[src/rtl/vram_arbiter.sv]
// Single-port VRAM arbiter: video has fixed priority, the CPU fills idle slots and a starvation timer forces it in.
// Optional write protection of ROM_LO..ROM_HI is enabled by defining VRAM_WP_EN.
module vram_arbiter #(
    parameter int            AW       = 16,
    parameter int            MAX_WAIT = 8,
    parameter logic [AW-1:0] ROM_LO   = 16'h8000,
    parameter logic [AW-1:0] ROM_HI   = 16'h8FFF
) (
    input  logic          clk,
    input  logic          reset_n,
    input  logic          vid_req,
    input  logic [AW-1:0] vid_addr,
    output logic [7:0]    vid_data,
    output logic          vid_valid,
    output logic          vid_miss,
    input  logic          cpu_req,
    input  logic          cpu_we,
    input  logic [AW-1:0] cpu_addr,
    input  logic [7:0]    cpu_wdata,
    output logic [7:0]    cpu_rdata,
    output logic          cpu_ack,
    output logic [AW-1:0] ram_addr,
    output logic          ram_we,
    output logic [7:0]    ram_wdata,
    input  logic [7:0]    ram_rdata,
    output logic          wp_hit
);

    localparam logic [7:0] WAIT_LIM = 8'(MAX_WAIT - 1);

    if (MAX_WAIT < 1 || MAX_WAIT > 255 || ROM_LO > ROM_HI) begin : g_bad_param
        $error("vram_arbiter: parameter out of range");
    end

    typedef enum logic [1:0] {IDLE = 2'd0, CPU_WAIT = 2'd1, ACK = 2'd2} state_t;
    typedef enum logic [1:0] {TAG_NONE = 2'd0, TAG_VID = 2'd1, TAG_CPU = 2'd2} tag_t;

    state_t        state_reg, state_next;
    logic [7:0]    wait_reg, wait_next;
    logic          issue_cpu, issue_vid, wp_block;
    tag_t          tag1_reg, tag2_reg;
    logic          we1_reg;
    logic [AW-1:0] ram_addr_reg;
    logic          ram_we_reg;
    logic [7:0]    ram_wdata_reg, vid_data_reg, cpu_rdata_reg;

`ifdef VRAM_WP_EN
    assign wp_block = cpu_we && (cpu_addr >= ROM_LO) && (cpu_addr <= ROM_HI);
`else
    assign wp_block = 1'b0;
`endif

    always_ff @(posedge clk or negedge reset_n) begin
        if (!reset_n) begin
            state_reg <= IDLE;
            wait_reg  <= 8'd0;
        end else begin
            state_reg <= state_next;
            wait_reg  <= wait_next;
        end
    end

    // The CPU is only accepted from IDLE; video may be issued in every state.
    always_comb begin
        state_next = state_reg;
        wait_next  = wait_reg;
        issue_cpu  = 1'b0;
        issue_vid  = 1'b0;
        unique case (state_reg)
            IDLE: begin
                if (cpu_req && (!vid_req || wait_reg == WAIT_LIM)) begin
                    issue_cpu  = 1'b1;
                    wait_next  = 8'd0;
                    state_next = CPU_WAIT;
                end else if (vid_req) begin
                    issue_vid = 1'b1;
                    if (cpu_req && wait_reg != WAIT_LIM)
                        wait_next = wait_reg + 8'd1;
                end
            end
            CPU_WAIT: begin
                issue_vid = vid_req;
                if (tag1_reg == TAG_CPU)
                    state_next = ACK;
            end
            ACK: begin
                issue_vid  = vid_req;
                wait_next  = 8'd0;
                state_next = IDLE;
            end
            default: state_next = IDLE;
        endcase
    end

    // ram_rdata is taken in the cycle the registered address is presented.
    always_ff @(posedge clk or negedge reset_n) begin
        if (!reset_n) begin
            ram_addr_reg  <= '0;
            ram_we_reg    <= 1'b0;
            ram_wdata_reg <= 8'd0;
            tag1_reg      <= TAG_NONE;
            tag2_reg      <= TAG_NONE;
            we1_reg       <= 1'b0;
            vid_data_reg  <= 8'd0;
            cpu_rdata_reg <= 8'd0;
        end else begin
            ram_we_reg <= 1'b0;
            if (issue_cpu) begin
                ram_addr_reg  <= cpu_addr;
                ram_we_reg    <= cpu_we && !wp_block;
                ram_wdata_reg <= cpu_wdata;
                tag1_reg      <= TAG_CPU;
                we1_reg       <= cpu_we;
            end else if (issue_vid) begin
                ram_addr_reg <= vid_addr;
                tag1_reg     <= TAG_VID;
            end else begin
                tag1_reg <= TAG_NONE;
            end
            tag2_reg <= tag1_reg;
            if (tag1_reg == TAG_VID)
                vid_data_reg <= ram_rdata;
            if (tag1_reg == TAG_CPU && !we1_reg)
                cpu_rdata_reg <= ram_rdata;
        end
    end

`ifdef VRAM_WP_EN
    logic wp1_reg, wp_hit_reg;

    always_ff @(posedge clk or negedge reset_n) begin
        if (!reset_n) begin
            wp1_reg    <= 1'b0;
            wp_hit_reg <= 1'b0;
        end else begin
            wp1_reg    <= issue_cpu && wp_block;
            wp_hit_reg <= (tag1_reg == TAG_CPU) && wp1_reg;
        end
    end

    assign wp_hit = wp_hit_reg;
`else
    assign wp_hit = 1'b0;
`endif

    assign ram_addr  = ram_addr_reg;
    assign ram_we    = ram_we_reg;
    assign ram_wdata = ram_wdata_reg;
    assign vid_data  = vid_data_reg;
    assign vid_valid = (tag2_reg == TAG_VID);
    assign cpu_rdata = cpu_rdata_reg;
    assign cpu_ack   = (state_reg == ACK);
    assign vid_miss  = reset_n && issue_cpu && vid_req;

endmodule

[config.mk]
export PLATFORM = sky130hd
export DESIGN_NAME = vram_arbiter
export DESIGN_NICKNAME = d
export VERILOG_FILES = /design/src/rtl/vram_arbiter.sv
export SDC_FILE = /design/constraint.sdc
export NUM_CORES = 1
export LEC_CHECK = 0
export ABC_AREA = 1
export CAP_MARGIN = 5
export CORE_MARGIN = 2
export CORE_UTILIZATION = 40
export DETAILED_ROUTE_END_ITERATION = 7
export PLACE_DENSITY = 0.8
export SLEW_MARGIN = 5
export SYNTH_ARGS = -nofsm -noshare
export SYNTH_HDL_FRONTEND = slang
export SYNTH_SLANG_ARGS = --single-unit
[constraint.sdc]
create_clock -name clk -period 2.1 [get_ports clk]
set_clock_uncertainty 0.1 [all_clocks]
set_input_delay 0.42 -clock clk [delete_from_list [all_inputs] [get_ports clk]]
set_output_delay 0.42 -clock clk [all_outputs]
set_load 0.005 [all_outputs]
==> out/qor.csv <==
stage,metric,value,unit
status,outcome,finished clean,
detailed_routing,"antenna viol nets, final",0,
critical_path,Crit Path Category,reg -> out,
clock_tree,clock tree from TritonCTS,done,
global_route,grt total ovfl,0,
critical_path,Reg2Reg Setup Slack,0.24,ns
critical_path,CP max FO,3,
cells_and_area,area occupied by multi-input gates,1020,um^2
cells_and_area,fill cell total of the finished layout,562,
power,Comb power frac,0.488,
detailed_routing,Via Count,2323,
timing,Setup Viol. Count Final,0,
detailed_routing,DRT Pass-1 Iters,4,
clock_tree,worst skew pair latency,0.31,ns
die,die width,84.3,um
synthesis,"Seq/Total Area, Yosys",0.543,
die,initial core utilization,0.411,
placed_design,Placement Setup Slack,-0.241,ns
global_route,vias in the first global route,2324,
die,die area,7110,um^2
critical_path,r2r startpoint,state_reg[1],
power,clock share of power,0.128,
critical_path,Critical Path End Type,output pin,
power,Seq pwr share,0.384,
power,Int Power,3000,uW
global_route,largest net degree at the start of global routing,57,
power,Pleak,0.00192,uW
power,sw power,1640,uW
synthesis,post-synth top area share,0.543,
cells_and_area,area grow syn2layout,47.6,%
critical_path,Reg2Reg Depth,8,
timing,Setup WS post-layout,0.0698,ns
synthesis,synthesized area,2580,um^2
cells_and_area,ANT cells,0,
power,sw frac,0.353,
global_route,initial antenna violation count,0,
timing,slew margin rel.,0.538,
synthesis,Yosys top cell by area,dfrtp_1,
global_route,first-pass GRT wire length,10.5,mm
clock_tree,# H-tree levels,2,
synthesis,syn nets,373,
timing,Final Cycle Share,0.967,
global_route,GRT Total Usage,0.180,
detailed_routing,Avg WL per Cell,12.1,um
detailed_routing,number of remaining DRC errors,0,
critical_path,CP arrival,1.51,ns
timing,Final Hold Fails,0,
cells_and_area,fin util,0.607,
synthesis,"flops & latches, synth",56,
die,Std-Cell Core Area,6280,um^2
placed_design,Port Buffers,96,
clock_tree,Num CTS Buffers,5,
clock_tree,clock sink total,56,
timing,RSZ-0062 raised after global routing,false,
critical_path,Worst EP required,1.58,ns
cells_and_area,register area,1400,um^2
critical_path,Worst Setup Start Kind,flop,
synthesis,Mapped Cells,314,
timing,Sum Neg Setup Slack,0,ns
critical_path,worst reg2reg path endpoint,wait_reg[7],
cells_and_area,Final nets,485,
clock_tree,CTS Buffer Depth,2,
die,Rows,29,
cells_and_area,layout cells sized above 1,0.110,
placed_design,routability cong.,0.787,
detailed_routing,Via density,4.61,
clock_tree,root buffer cell,clkbuf_8,
critical_path,CP endpoint,cpu_ack,
detailed_routing,DRT iter0 DRCs,110,
power,pwr/cell area,1220,nW/um^2
synthesis,Syn Area/Cell,8.22,um^2
cells_and_area,Largest register FFs,16,
synthesis,Synth Warn #,0,
power,"Power, Total",4640,uW
clock_tree,Post-CTS Hold Fix Bufs,0,
die,die height,84.3,um
worst_hold_path,Hold Path Class,in -> async,
placed_design,DP HPWL,4.44,mm
placed_design,dpl cells,491,
synthesis,"top cells by area, synth","dfrtp_1, nand2_1, nand3_1",
synthesis,synth unique cells,24,
cells_and_area,Non-Filler Instances,504,
timing,Final Critical Period,2.03,ns
timing,fmax,493,MHz
critical_path,Critical Path Start,state_reg[1],
clock_tree,Worst-path clk slew,0.10,ns
die,IO Pins,98,
detailed_routing,final wirelength,6.10,mm
job,max-cap violations,0,
timing,Slew Limit Fails,0,
power,VDD IR max,0.000575,V
timing,Worst-Margin Slew,0.693,ns
-- kinds of logic (layout without fill, tap and decap cells) --
family | Yosys count | after routing | synth area share
AO/OA/AOI/OAI | 27 | 27 | 0.0567
XOR/XNOR | 1 | 1 | 0.00339
adder cells (fa/ha/maj) | 6 | 6 | 0.0291
buffers and inverters | 38 | 151 | 0.0664
flip-flops | 56 | 56 | 0.543
other | 1 | 1 | 0.00145
AND/OR/NAND/NOR | 185 | 185 | 0.300
-- worst min path at each step --
stage | endpoint | cells after the start | slack (ns) | from
floorplan | cpu_rdata[0] | 0 | 0.02 | reset_n
global placement | tag2_reg[1] | 0 | 0.26 | tag1_reg[1]
global route | ram_addr[12] | 2 | 0.27 | reset_n
finish | state_reg[0] | 2 | 0.21 | reset_n
detailed placement | tag2_reg[1] | 0 | 0.27 | tag1_reg[1]
CTS | tag2_reg[0] | 2 | 0.23 | reset_n
-- cells in the mapped netlist --
| library cell | number |
|---|---|
| xor2_1 | 1 |
| nor3b_1 | 1 |
| buf_2 | 2 |
| nand2_2 | 4 |
| nor3_1 | 3 |
| or3_1 | 1 |
| o21ai_4 | 1 |
| buf_6 | 3 |
| ha_1 | 6 |
| buf_4 | 1 |
| nand3_2 | 1 |
| nand2_4 | 3 |
| nand4_1 | 2 |
| nor2_1 | 14 |
| inv_2 | 1 |
| nand2_1 | 135 |
| nand3_1 | 21 |
| a21oi_1 | 4 |
| conb_1 | 1 |
| dfrtp_1 | 56 |
| inv_1 | 25 |
| o21ai_1 | 1 |
| o21ai_0 | 21 |
| clkbuf_1 | 6 |
-- worst max-delay path, stage by stage (launching register included) --
cell and delay, ns:
dfrtp_1 0.38, buf_4 0.13, ha_2 0.20, clkdlybuf4s50_1 0.50
-- placed cells by master (no fill, tap or decap), types with 2 or more instances in the layout --
master and instances:
a21oi_1 4, buf_4 21, clkbuf_8 5, clkdlybuf4s50_1 94, dfrtp_1 56, ha_1 3, ha_2 3, inv_1 22
inv_2 4, nand2_1 135, nand2_2 4, nand2_4 3, nand3_1 21, nand4_1 2, nor2_1 13, nor3_1 3
o21ai_0 21
-- cell type report --
class	instances	share of cell area
clock buffers	6	0.0190
multi-input cells	220	0.267
flip-flops and latches	56	0.368
well taps	77	0.0253
inverters	26	0.0256
repair buffers	117	0.291
clock inverters	2	0.00427
-- through the flow --
step	cell area, um^2	hold slack, ns
final	3810	0.213
after floorplan	2580	0.0244
after detailed placement	3680	0.274
after CTS	3780	0.232
after global placement	3680	0.259
after global routing	3810	0.266
-- power by group through the flow --
stage	clock [uW]	combinational, uW	sequential, uW
global placement	0	2170	1780
global route	644	2550	1840
detailed placement	0	2230	1800
finish	593	2270	1780
CTS	603	2240	1780
floorplan	0	970	1820
-- per-layer routing --
| layer | global-route usage | up-vias | part of all wire |
|---|---|---|---|
| li1 | - | 1191 | - |
| met1 | 0.217 | 1067 | 0.42 |
| met2 | 0.317 | 59 | 0.52 |
| met3 | 0.0413 | 6 | 0.050 |
| met4 | 0.0606 | 0 | 0.014 |
| met5 | 0 | - | 0 |
-- timing repair --
action	in CTS	in global routing
setup buffers	1	4
pin swaps	3	2
endpoints found under the setup margin	1	4
gates resized for setup	4	6
Power figures use the tool's default switching activity.
